--- config.mk ---
export PLATFORM = sky130hd
export DESIGN_NAME = cvxif_lfsr_engine
export DESIGN_NICKNAME = d
export VERILOG_FILES = /design/src/rtl/cvxif_instr_pkg.sv /design/src/rtl/cvxif_lfsr_step.sv /design/src/rtl/cvxif_lfsr_engine.sv
export SDC_FILE = /design/constraint.sdc
export NUM_CORES = 1
export LEC_CHECK = 0
export BUFFER_PORTS_ARGS = -buffer_cell sky130_fd_sc_hd__buf_4
export CAP_MARGIN = 0
export CORE_UTILIZATION = 48
export CTS_CLUSTER_DIAMETER = 120
export CTS_CLUSTER_SIZE = 28
export DETAILED_ROUTE_END_ITERATION = 16
export PLACE_DENSITY = 0.78
export SLEW_MARGIN = 10
export SYNTH_ARGS = -nofsm -noshare
export SYNTH_HDL_FRONTEND = slang
export SYNTH_SLANG_ARGS = --single-unit
export TNS_END_PERCENT = 5
--- constraint.sdc ---
create_clock -name clk_i -period 2.5 [get_ports clk_i]
set_input_delay 0.125 -clock clk_i [delete_from_list [all_inputs] [get_ports clk_i]]
set_output_delay 0.125 -clock clk_i [all_outputs]
set_load 0.01 [all_outputs]
--- src/rtl/cvxif_instr_pkg.sv ---
// Shared types and constants for the CV-X-IF LFSR coprocessor instructions.
package cvxif_instr_pkg;

   typedef enum logic [1:0] {
      LFSR_NONE = 2'd0,
      LFSR_SEED = 2'd1,
      LFSR_GEN  = 2'd2
   } lfsr_mode_t;

   // Major opcodes in the custom-0 / custom-1 spaces
   typedef enum logic [6:0] {
      FXSEED = 7'h0B,
      FXGEN  = 7'h2B
   } opcode_t;

   // Sliced down to XLEN by users; replicated so the 64-bit form matches the 32-bit one
   localparam logic [63:0] DEFAULT_SEED = 64'hACE1_ACE1_ACE1_ACE1;

endpackage

--- src/rtl/cvxif_lfsr_step.sv ---
// Combinational Galois LFSR update: applies STEPS shift/xor steps to state_i.
module cvxif_lfsr_step #(
   parameter int unsigned     XLEN  = 32,
   parameter logic [XLEN-1:0] POLY  = XLEN'(32'hA300_0000),
   parameter int unsigned     STEPS = 1
) (
   input  logic [XLEN-1:0] state_i,
   output logic [XLEN-1:0] state_o
);

   logic [XLEN-1:0] s;

   always_comb begin
      s = state_i;
      for (int unsigned i = 0; i < STEPS; i++) begin
         if (s[0]) begin
            s = (s >> 1) ^ POLY;
         end else begin
            s = s >> 1;
         end
      end
      state_o = s;
   end

endmodule

--- src/rtl/cvxif_lfsr_engine.sv ---
// Multi-channel LFSR engine behind a CV-X-IF style request/result handshake.
module cvxif_lfsr_engine #(
   parameter int unsigned     XLEN            = 32,
   parameter int unsigned     NR_CHANNELS     = 4,
   parameter int unsigned     STEPS_PER_CYCLE = 8,
   parameter logic [XLEN-1:0] POLY            = XLEN'(32'hA300_0000),
   parameter logic [XLEN-1:0] DEFAULT_SEED    = cvxif_instr_pkg::DEFAULT_SEED[XLEN-1:0],
   parameter int unsigned     ID_WIDTH        = 3
) (
   input  logic                        clk_i,
   input  logic                        rst_i,
   input  logic                        req_valid_i,
   output logic                        req_ready_o,
   input  cvxif_instr_pkg::lfsr_mode_t req_mode_i,
   input  logic [3:0]                  req_chan_i,
   input  logic [XLEN-1:0]             req_seed_i,
   input  logic [ID_WIDTH-1:0]         req_id_i,
   input  logic [4:0]                  req_rd_i,
   input  logic                        flush_i,
   output logic                        res_valid_o,
   input  logic                        res_ready_i,
   output logic [XLEN-1:0]             res_data_o,
   output logic [ID_WIDTH-1:0]         res_id_o,
   output logic [4:0]                  res_rd_o,
   output logic                        res_we_o,
   output logic                        res_err_o
);

   localparam logic [1:0] StIdle = 2'd0;
   localparam logic [1:0] StBusy = 2'd1;
   localparam logic [1:0] StResp = 2'd2;

   localparam int unsigned NumBusy = XLEN / STEPS_PER_CYCLE;
   localparam int unsigned CntW    = (NumBusy > 1) ? $clog2(NumBusy) : 1;
   localparam logic [CntW-1:0] CntLast = CntW'(NumBusy - 1);

   logic [1:0]          state_q, state_d;
   logic [XLEN-1:0]     chan_q [NR_CHANNELS];
   logic [XLEN-1:0]     chan_d [NR_CHANNELS];
   logic [XLEN-1:0]     work_q, work_d;
   logic [CntW-1:0]     cnt_q, cnt_d;
   logic [3:0]          sel_q, sel_d;
   logic [XLEN-1:0]     res_data_q, res_data_d;
   logic [ID_WIDTH-1:0] res_id_q, res_id_d;
   logic [4:0]          res_rd_q, res_rd_d;
   logic                res_we_q, res_we_d;
   logic                res_err_q, res_err_d;

   logic [XLEN-1:0] chan_rd;
   logic [XLEN-1:0] step_out;
   logic            chan_ok;
   logic            accept;

   cvxif_lfsr_step #(
      .XLEN  (XLEN),
      .POLY  (POLY),
      .STEPS (STEPS_PER_CYCLE)
   ) u_step (
      .state_i (work_q),
      .state_o (step_out)
   );

   assign req_ready_o = (state_q == StIdle) && !rst_i;
   assign chan_ok     = 32'(req_chan_i) < NR_CHANNELS;
   assign accept      = req_valid_i && req_ready_o && !flush_i;

   always_comb begin
      chan_rd = DEFAULT_SEED;
      for (int unsigned c = 0; c < NR_CHANNELS; c++) begin
         if (req_chan_i == 4'(c)) chan_rd = chan_q[c];
      end
   end

   always_comb begin
      state_d    = state_q;
      chan_d     = chan_q;
      work_d     = work_q;
      cnt_d      = cnt_q;
      sel_d      = sel_q;
      res_data_d = res_data_q;
      res_id_d   = res_id_q;
      res_rd_d   = res_rd_q;
      res_we_d   = res_we_q;
      res_err_d  = res_err_q;

      case (state_q)
         StIdle: begin
            if (accept) begin
               res_id_d   = req_id_i;
               res_rd_d   = req_rd_i;
               res_data_d = '0;
               res_we_d   = 1'b0;
               res_err_d  = 1'b0;
               sel_d      = req_chan_i;
               cnt_d      = '0;
               if (chan_ok && req_mode_i == cvxif_instr_pkg::LFSR_GEN) begin
                  state_d = StBusy;
                  work_d  = chan_rd;
               end else if (chan_ok && req_mode_i == cvxif_instr_pkg::LFSR_SEED) begin
                  state_d = StResp;
                  for (int unsigned c = 0; c < NR_CHANNELS; c++) begin
                     if (req_chan_i == 4'(c)) begin
                        chan_d[c] = (req_seed_i == '0) ? DEFAULT_SEED : req_seed_i;
                     end
                  end
               end else begin
                  state_d   = StResp;
                  res_err_d = 1'b1;
               end
            end
         end
         StBusy: begin
            if (flush_i) begin
               state_d = StIdle;
            end else begin
               work_d = step_out;
               cnt_d  = cnt_q + CntW'(1);
               // Channel state only changes once the full word is generated
               if (cnt_q == CntLast) begin
                  state_d    = StResp;
                  cnt_d      = '0;
                  res_data_d = step_out;
                  res_we_d   = 1'b1;
                  for (int unsigned c = 0; c < NR_CHANNELS; c++) begin
                     if (sel_q == 4'(c)) chan_d[c] = step_out;
                  end
               end
            end
         end
         StResp: begin
            if (flush_i || res_ready_i) state_d = StIdle;
         end
         default: state_d = StIdle;
      endcase
   end

   always_ff @(posedge clk_i) begin
      if (rst_i) begin
         state_q    <= StIdle;
         work_q     <= '0;
         cnt_q      <= '0;
         sel_q      <= '0;
         res_data_q <= '0;
         res_id_q   <= '0;
         res_rd_q   <= '0;
         res_we_q   <= 1'b0;
         res_err_q  <= 1'b0;
         for (int unsigned c = 0; c < NR_CHANNELS; c++) chan_q[c] <= DEFAULT_SEED;
      end else begin
         state_q    <= state_d;
         work_q     <= work_d;
         cnt_q      <= cnt_d;
         sel_q      <= sel_d;
         res_data_q <= res_data_d;
         res_id_q   <= res_id_d;
         res_rd_q   <= res_rd_d;
         res_we_q   <= res_we_d;
         res_err_q  <= res_err_d;
         for (int unsigned c = 0; c < NR_CHANNELS; c++) chan_q[c] <= chan_d[c];
      end
   end

   assign res_valid_o = (state_q == StResp);
   assign res_data_o  = res_data_q;
   assign res_id_o    = res_id_q;
   assign res_rd_o    = res_rd_q;
   assign res_we_o    = res_we_q;
   assign res_err_o   = res_err_q;

endmodule

After elaboration in Yosys (flattened, before gate mapping):

Cells that the tools add are included.

* register bits after elaboration: 210
* word-level logic and storage cells: 123

* $add $sub $neg: 1
* order comparisons: 1
* eq/ne operators: 27
* multiplexer cells: 51
* bitwise logic cells: 8
* reductions and logical operators: 22

Operators with widths (count)
* 32-bit 2-to-1 mux: 27
* 128-bit 2-to-1 mux: 5
* 128-bit one-hot mux with 2 select lines: 1
* 32-bit one-hot mux with 2 select lines: 2
* 32-bit logical NOT: 1
* 3-bit NOT with 4-bit output: 8
* 8-bit AND reduction: 4
* 4-bit by 2-bit == test with 1-bit output, second input constant: 4
* 2-bit 2-to-1 mux: 8
* 2-bit inequality test, second input constant: 8
* 2-bit by 1-bit inequality test with 1-bit output, second input constant: 7
* 4-bit by 1-bit == test with 1-bit output, second input constant: 2
* 4-bit logical NOT: 2
* 4-bit AND reduction: 2
* 2-bit == test, second input constant: 3
* 2-bit one-hot mux with 3 select lines: 1
* 3-bit AND reduction: 2
* 1-bit logical AND: 5
* 1-bit 2-to-1 mux: 5
* 2-bit by 1-bit == test with 1-bit output, second input constant: 2
* 4-bit by 3-bit less-than comparator with 1-bit output, second input constant: 1
* 2-bit one-hot mux with 2 select lines: 1
* 3-bit inequality test, second input constant: 1
* 2-bit by 1-bit adder with 2-bit output, second input constant: 1
* 6 further kinds: 7

Depth between registers and ports, before layout:

Gate-level depths: netlist (run 1).

* depth in word-level cells: 20
* gate-level depth with buffers: 9

By module:

A second synthesis (run 1) with hierarchy kept.

* cell total of the unflattened synthesis: 1076
* area, all modules: 10211.0 sq um

By module, submodules not included
* cvxif_lfsr_engine: instances 1, cells each 1032, area each 9853.2 sq um
* cvxif_lfsr_step: instances 1, cells each 44, area each 357.8 sq um

Least setup slack after synthesis (run 1):

Ideal clock, no wire load.

* path type: register -> register
* from: register state_q[1]
* to: register work_q[10]
* data arrival time: 1.727 ns
* required time: 2.368 ns
* setup slack: 0.641 ns
* cell stages (with the launch flop): 10
* buffers on the path: 4
* cell sequence: dfxtp_1 > buf_2 > or2_1 > buf_6 > o21bai_4 > a21o_1 > buf_2 > buf_6 > a211oi_2 > nor3_1

* cells in the longest elaborated chain, start to end: 6

RTL lines
* start: declaration: line cvxif_lfsr_engine.sv:37 `logic [1:0] state_q, state_d;`
* start signal: assignment: line cvxif_lfsr_engine.sv:139 `state_q <= StIdle;`
* start signal: assignment: line cvxif_lfsr_engine.sv:150 `state_q <= state_d;`
* 2-bit logical NOT: line cvxif_lfsr_engine.sv:63, cvxif_lfsr_engine.sv:86
* 1-bit logical AND: line cvxif_lfsr_engine.sv:63 `assign req_ready_o = (state_q == StIdle) && !rst_i;`
* 1-bit logical AND (2 in a row): line cvxif_lfsr_engine.sv:65 `assign accept = req_valid_i && req_ready_o && !flush_i;`
* 2-bit inequality test (no line)
* 4-bit AND reduction (no line)
* end signal: assignment: line cvxif_lfsr_engine.sv:151 `work_q <= work_d;`
* end: declaration: line cvxif_lfsr_engine.sv:40 `logic [XLEN-1:0] work_q, work_d;`

Several ways; a longest one is shown, not always the timed one.
A chain may end at the register's enable or synchronous reset.

Worst setup path in the final report (run 1):

* from: register state_q[0]
* to: register res_rd_q[3] (netlist: res_rd_o[3])

* cells in the longest elaborated chain, start to end: 5

RTL lines
* 2-bit logical NOT *: line cvxif_lfsr_engine.sv:63, cvxif_lfsr_engine.sv:86
* 1-bit logical AND: line cvxif_lfsr_engine.sv:63
* 1-bit logical AND (2 in a row): line cvxif_lfsr_engine.sv:65
* 2-bit AND reduction (no line) *
* end signal: assignment: line cvxif_lfsr_engine.sv:156 `res_rd_q <= res_rd_d;`
* end: declaration: line cvxif_lfsr_engine.sv:45 `logic [4:0] res_rd_q, res_rd_d;`

Mark *: on every way between the ends. The rest lies on a longest branch, timed or not.

==> results of run 1 <==
## per-layer routing
layer,wire [um],up-vias,global-route usage (%)
met5,0,-,0
met4,1240,0,11.8
met3,2500,86,3.42
met2,14600,425,46.8
met1,12700,4524,38.0
li1,-,4582,-
## state kept, by name (all words and copies together) (netlist names)
name	cells
chan_q	128
res_data_o	32
work_q	32
res_rd_o	5
sel_q	4
res_id_o	3
cnt_q	2
state_q	2
res_err_o	1
res_we_o	1
## cell usage after synthesis, drive strengths merged (3+ instances only)
master / instances / area (sq um)
a211oi: 97 / 848
a21oi: 135 / 679
a31oi: 4 / 25.0
buf: 63 / 363
clkbuf: 55 / 206
dfxtp: 210 / 4200
inv: 3 / 11.3
mux2: 22 / 248
mux2i: 10 / 100
nand2: 213 / 800
nand2b: 3 / 18.8
nand3: 20 / 100
nand3b: 3 / 22.5
nor2: 149 / 559
nor2b: 12 / 75.1
nor3: 61 / 338
nor3b: 3 / 22.5
nor4: 19 / 119
nor4b: 3 / 41.3
o211ai: 58 / 435
o21ai: 39 / 195
o22ai: 22 / 138
xnor2: 21 / 184
xor2: 3 / 26.3
## path summary, 6_finish.rpt
check        cells past startpoint           start        endpoint  slack [ns]
max                              6      state_q[0]     res_rd_o[3]        0.23
min                              3   req_mode_i[0]       res_err_o        0.02
max reg2reg                      6      state_q[0]     res_rd_o[3]        0.23
min reg2reg                      2  res_data_o[21]  res_data_o[21]        0.46
## layout make-up
type	count	share of cell area (%)
Timing Repair Buffer	171	12.5
Multi-Input combinational cell	928	45.8
Clock buffer	11	2.37
Tap cell	270	2.91
Clock inverter	1	0.140
Sequential cell	210	36.2
Inverter	3	0.0969
## report_power, final
part | internal (mW) | switching, mW
combinational | 0.179 | 0.311
clock | 0.817 | 1.11
sequential | 3.36 | 0.0260
## metrics by stage
step	worst slack [ns]	instances
after floorplan	0.641	1259
after global placement	0.476	1549
after detailed placement	0.407	1549
after CTS	0.323	1594
after global routing	0.0916	1594
final	0.226	1594
## cells by family (layout without fill, tap and decap cells)
family / count (synthesis) / after routing
simple gates: 501 / 501
fa+ha+maj: 1 / 1
compound gates: 370 / 370
mux: 32 / 32
xor+xnor: 24 / 24
flops: 210 / 210
buf+inv: 121 / 186
## tightest hold or removal path, cell delays in order
cell	delay [ns]
buf_4	0.11
xor2_1	0.14
a311oi_1	0.09
==> flow_summary.json, run 1 <==
{
  "syn_area_sq_um": 10100,
  "final_common_cell": "nand2_1",
  "clockBufferDepth": 3,
  "ys_seq_elements": 210,
  "ys_seq_area_share_pct": 41.8,
  "clk_pin_slew_ns": 0.11,
  "vias_per_cell": 6.03,
  "fin_util_pct": 57.1,
  "grt_max_degree": 102,
  "max-vdd-ir-drop_v": 0.000380,
  "crit_arrival_ns": 2.69,
  "clock-sinks": 210,
  "die_area_sq_um": 21600,
  "grt.total_usage_pct": 28.5,
  "startpoint_type": "register",
  "crit_slowest_cell": "dlygate4sd3_1",
  "ctsResizeCount": 0,
  "min_period_ns": 2.27,
  "ys_warn_count": 0,
  "vias": 9617,
  "setup_viol": 0,
  "routed_wl_um": 31000,
  "fillerInstances": 1819,
  "htreeDepth": 1,
  "end_kind": "register",
  "p_leak_nw": 3.79,
  "insertion_delay_ns": 0.48,
  "maxCapViolations": 0,
  "rsz0062_at_grt": "no",
  "post_dp_cell_area_sq_um": 11000,
  "drt-pass1-iter-count": 5,
  "die_w_um": 147,
  "async_reset_ff_share_pct": 0,
  "cts_hold_buffers": 33,
  "grt_pass1_wl_um": 49500,
  "diodes": 0,
  "drive_gt1_share_pct": 15.9,
  "seq_area_sq_um": 4200,
  "yosys.area_share.adder_pct": 0.124,
  "synth_xor_area_share_pct": 2.09,
  "path_cells": "nor3_1, and3b_1, buf_4, nand2_1, a21oi_1, dlygate4sd3_1",
  "totalPowerFinal_mw": 5.80,
  "post_cts_buffers": 0,
  "yosys.area_share.simple_pct": 22.2,
  "relSlewSlack_pct": 23.6,
  "crit_family": "buffers and inverters",
  "synth_compound_area_share_pct": 24.6,
  "hold_ws_ns": 0.0198,
  "wire_per_inst_um": 19.5,
  "drc_errors": 0,
  "hold_viol": 0,
  "layout_common_cells": "213 x nand2_1, 210 x dfxtp_1, 149 x nor2_1",
  "syn_nets": 1311,
  "rows": 52,
  "path_buf_inv": 2,
  "fp.dieH_um": 147,
  "status": "finished, final reports clean",
  "start_util_pct": 49.4,
  "cts_tree": "done",
  "core_area_sq_um": 20400,
  "power.density_nw_per_um2": 499,
  "multi_input_area_sq_um": 5320,
  "synth_mux_area_share_pct": 3.46,
  "setup_tns_ns": 0,
  "grt-ovfl-total": 0,
  "grt_pass1_vias": 9046,
  "numCtsBuffers": 11,
  "slowest_delay_ns": 0.59,
  "slew_violations": 0,
  "synth_cells": 1259,
  "hpwl_um": 20500,
  "dominantRegCellSynth": "dfxtp_1",
  "clock-root-buffer": "clkbuf_16",
  "antenna_found_initial": 0,
  "gp_congestion": 0.958,
  "nets": 1377,
  "critical_path_peak_fanout": 16,
  "ant_nets": 0,
  "fin_crit_sh_pct": 91.0,
  "portBuffers": 94,
  "avgSynthCellArea_sq_um": 8.00,
  "clock.fmax_mhz": 440,
  "syn2layout_area_growth_pct": 15.4,
  "worst_pin_slew_ns": 1.15,
  "fin_skew_ns": 0.0313,
  "path_class": "register to register",
  "synth_cell_types": 58,
  "synth_edf_count": 0,
  "required_ns": 2.92,
  "design_area_sq_um": 11600,
  "hp-class": "input port to register",
  "drt_iter0_drc": 1046,
  "synth_top_family_by_area": "compound AO/OA/AOI/OAI gates",
  "io_pins": 95
}
Power figures use the tool's default switching activity.
==> run 2: changes to the inputs <==
Settings changed: ABC_AREA set to 1.
==> flow_summary.json, run 2 <==
{
  "clockBufferDepth": 3,
  "min_path_cells": 4,
  "syn2layout_area_growth_pct": 13.1,
  "path_class": "input port to register",
  "power.density_nw_per_um2": 785,
  "synth_cell_types": 32,
  "synth_mux_area_share_pct": 0,
  "yosysTopAreaCell": "dfxtp_1",
  "hp-class": "input port to register",
  "diodes": 0,
  "routed_wl_um": 29100,
  "worst_pin_slew_ns": 0.900,
  "setup_viol": 0,
  "clock-root-buffer": "clkbuf_16",
  "totalPowerFinal_mw": 8.48,
  "core_area_sq_um": 19500,
  "cts_tree": "done",
  "post_dp_cell_area_sq_um": 10400,
  "fin_skew_ns": 0.0230,
  "largest_reg_flops": 128,
  "nets": 1493,
  "async_reset_ff_share_pct": 0,
  "required_ns": 2.90,
  "grt_max_degree": 99,
  "gp_congestion": 0.895,
  "ys_seq_elements": 210,
  "grt_pass1_wl_um": 45800,
  "synth_common_cells": "359 x nand2_1, 210 x dfxtp_1, 185 x nor2_1",
  "multi_input_area_sq_um": 4500,
  "grt.total_usage_pct": 28.5,
  "die_w_um": 143,
  "insertion_delay_ns": 0.47,
  "vias": 9408,
  "crit_arrival_ns": 2.48,
  "status": "finished, final reports clean",
  "final_common_cell": "nand2_1",
  "design_area_sq_um": 10800,
  "grt_pass1_vias": 8502,
  "wire_per_inst_um": 17.0,
  "hold_viol": 0,
  "io_pins": 95,
  "start_util_pct": 49.1,
  "drt_iter0_drc": 980,
  "rsz0062_at_grt": "no",
  "synth_cells": 1393,
  "fillerInstances": 1871,
  "die_area_sq_um": 20500,
  "ctsResizeCount": 0,
  "dominantRegCellSynth": "dfxtp_1",
  "yosysMostFrequentCell": "nand2_1",
  "maxCapViolations": 0,
  "p_leak_nw": 4.31,
  "clock-sinks": 210,
  "drc_errors": 0,
  "synth_xor_area_share_pct": 1.92,
  "clk_pin_slew_ns": 0.11,
  "synth_top_area_share_pct": 44.0,
  "seq_area_sq_um": 4200,
  "top_register": "chan_q",
  "hpwl_um": 18400,
  "ys_warn_count": 0,
  "avgSynthCellArea_sq_um": 6.86,
  "synth_edf_count": 0,
  "yosys.area_share.simple_pct": 23.5,
  "synth_top_family_by_area": "simple AND/OR/NAND/NOR gates",
  "synth_area_leaders": "dfxtp_1 44%, nand2_1 14%, o21ai_0 9.6%",
  "yosys.area_share.adder_pct": 0.131,
  "syn_nets": 1445,
  "startpoint_type": "input port",
  "synth_compound_area_share_pct": 21.5,
  "fin_crit_sh_pct": 83.0,
  "antenna_found_initial": 0,
  "syn_area_sq_um": 9560,
  "htreeDepth": 1,
  "end_kind": "register",
  "r2r_slack_ns": 0.43,
  "min_period_ns": 2.08,
  "setup_tns_ns": 0,
  "fp.dieH_um": 143,
  "ant_nets": 0,
  "clock.fmax_mhz": 482,
  "ys_seq_area_share_pct": 44.0,
  "rr_worst_depth": 10,
  "numCtsBuffers": 11,
  "drive_gt1_share_pct": 10.6,
  "max-vdd-ir-drop_v": 0.000390,
  "vias_per_cell": 5.52,
  "drt-pass1-iter-count": 6,
  "layout_common_cells": "358 x nand2_1, 210 x dfxtp_1, 184 x nor2_1, 184 x o21ai_0, 146 x a21oi_1",
  "grt-ovfl-total": 0,
  "slew_violations": 0,
  "rows": 51,
  "portBuffers": 94,
  "critical_path_peak_fanout": 17,
  "relSlewSlack_pct": 40.0
}
[run 2: changes by cell type in the layout (fill, tap and decap cells not counted), moves of 18 or more]
cell / previous run / this run
a211oi_2: 19 / 0
nor2_1: 149 / 184
inv_1: 3 / 98
a211oi_1: 76 / 14
o22ai_1: 22 / 4
nand2_1: 213 / 358
nor3_1: 57 / 3
o21ai_0: 38 / 184
dlygate4sd3_1: 33 / 12
o211ai_1: 58 / 0
mux2_2: 22 / 0
nor4_1: 19 / 0
[run 2: worst paths after layout]
| path | from | to |
|---|---|---|
| min | req_mode_i[0] | res_err_o |
| min reg2reg | chan_q[99] | chan_q[99] |
| max | req_chan_i[3] | chan_q[115] |
| max reg2reg | state_q[0] | chan_q[19] |
[run 2: through the flow]
stage | hold slack, ns | instances | worst slack, ns | utilization [%]
2_1_floorplan | 0.273 | 1393 | 0.964 | -
3_3_place_gp | 0.378 | 1681 | 0.562 | 53.4
3_5_place_dp | 0.382 | 1681 | 0.505 | 53.4
4_1_cts | 0.0268 | 1705 | 0.477 | 55.6
5_1_grt | 0.0547 | 1705 | 0.290 | 55.6
6_report | 0.0323 | 1705 | 0.424 | 55.6
[run 2: metal layers]
layer  track usage (%)  share of wire, %  vias up
met5                 0                 0        -
met1              38.9                42     4326
met4              10.8               3.4        0
li1                  -                 -     4546
met2              46.0                46      468
met3              3.49               9.1       68
[run 2: layout make-up]
type / count / share of cell area (%)
clock buffers: 11 / 2.55
clock inverters: 1 / 0.150
inverters: 106 / 3.70
multi-input cells: 980 / 41.6
flip-flops and latches: 210 / 38.9
well taps: 265 / 3.07
repair buffers: 132 / 10.0
[run 2: what timing repair did]
action,4_1_cts,5_1_grt
endpoints found under the hold margin,12,0
setup buffers,0,0
hold buffers,12,0
[run 2: worst max-delay path, stage by stage]
cell	delay (ns)
dlygate4sd3_1	0.56
buf_4	0.15
nor2_2	0.23
nand3_1	0.15
nand2_1	0.08
nand2_1	0.09
nor2_1	0.18
nand2_4	0.18
inv_2	0.29
buf_12	0.21
nand2_1	0.07
a21oi_1	0.14
[run 2: power by group]
| part | switching (mW) | leakage (nW) | internal [mW] |
|---|---|---|---|
| logic | 1.67 | 2.46 | 0.914 |
| registers | 0.275 | 1.70 | 3.69 |
| clock network | 1.12 | 0.143 | 0.817 |
| total | 3.06 | 4.31 | 5.42 |
[run 2: logic make-up after synthesis]
group                      Yosys count
buffers and inverters              203
AOI/OAI and AO/OA                  384
and+or+nand+nor                    574
adders and majority gates            1
DFF                                210
xor gates and xnor gates            21
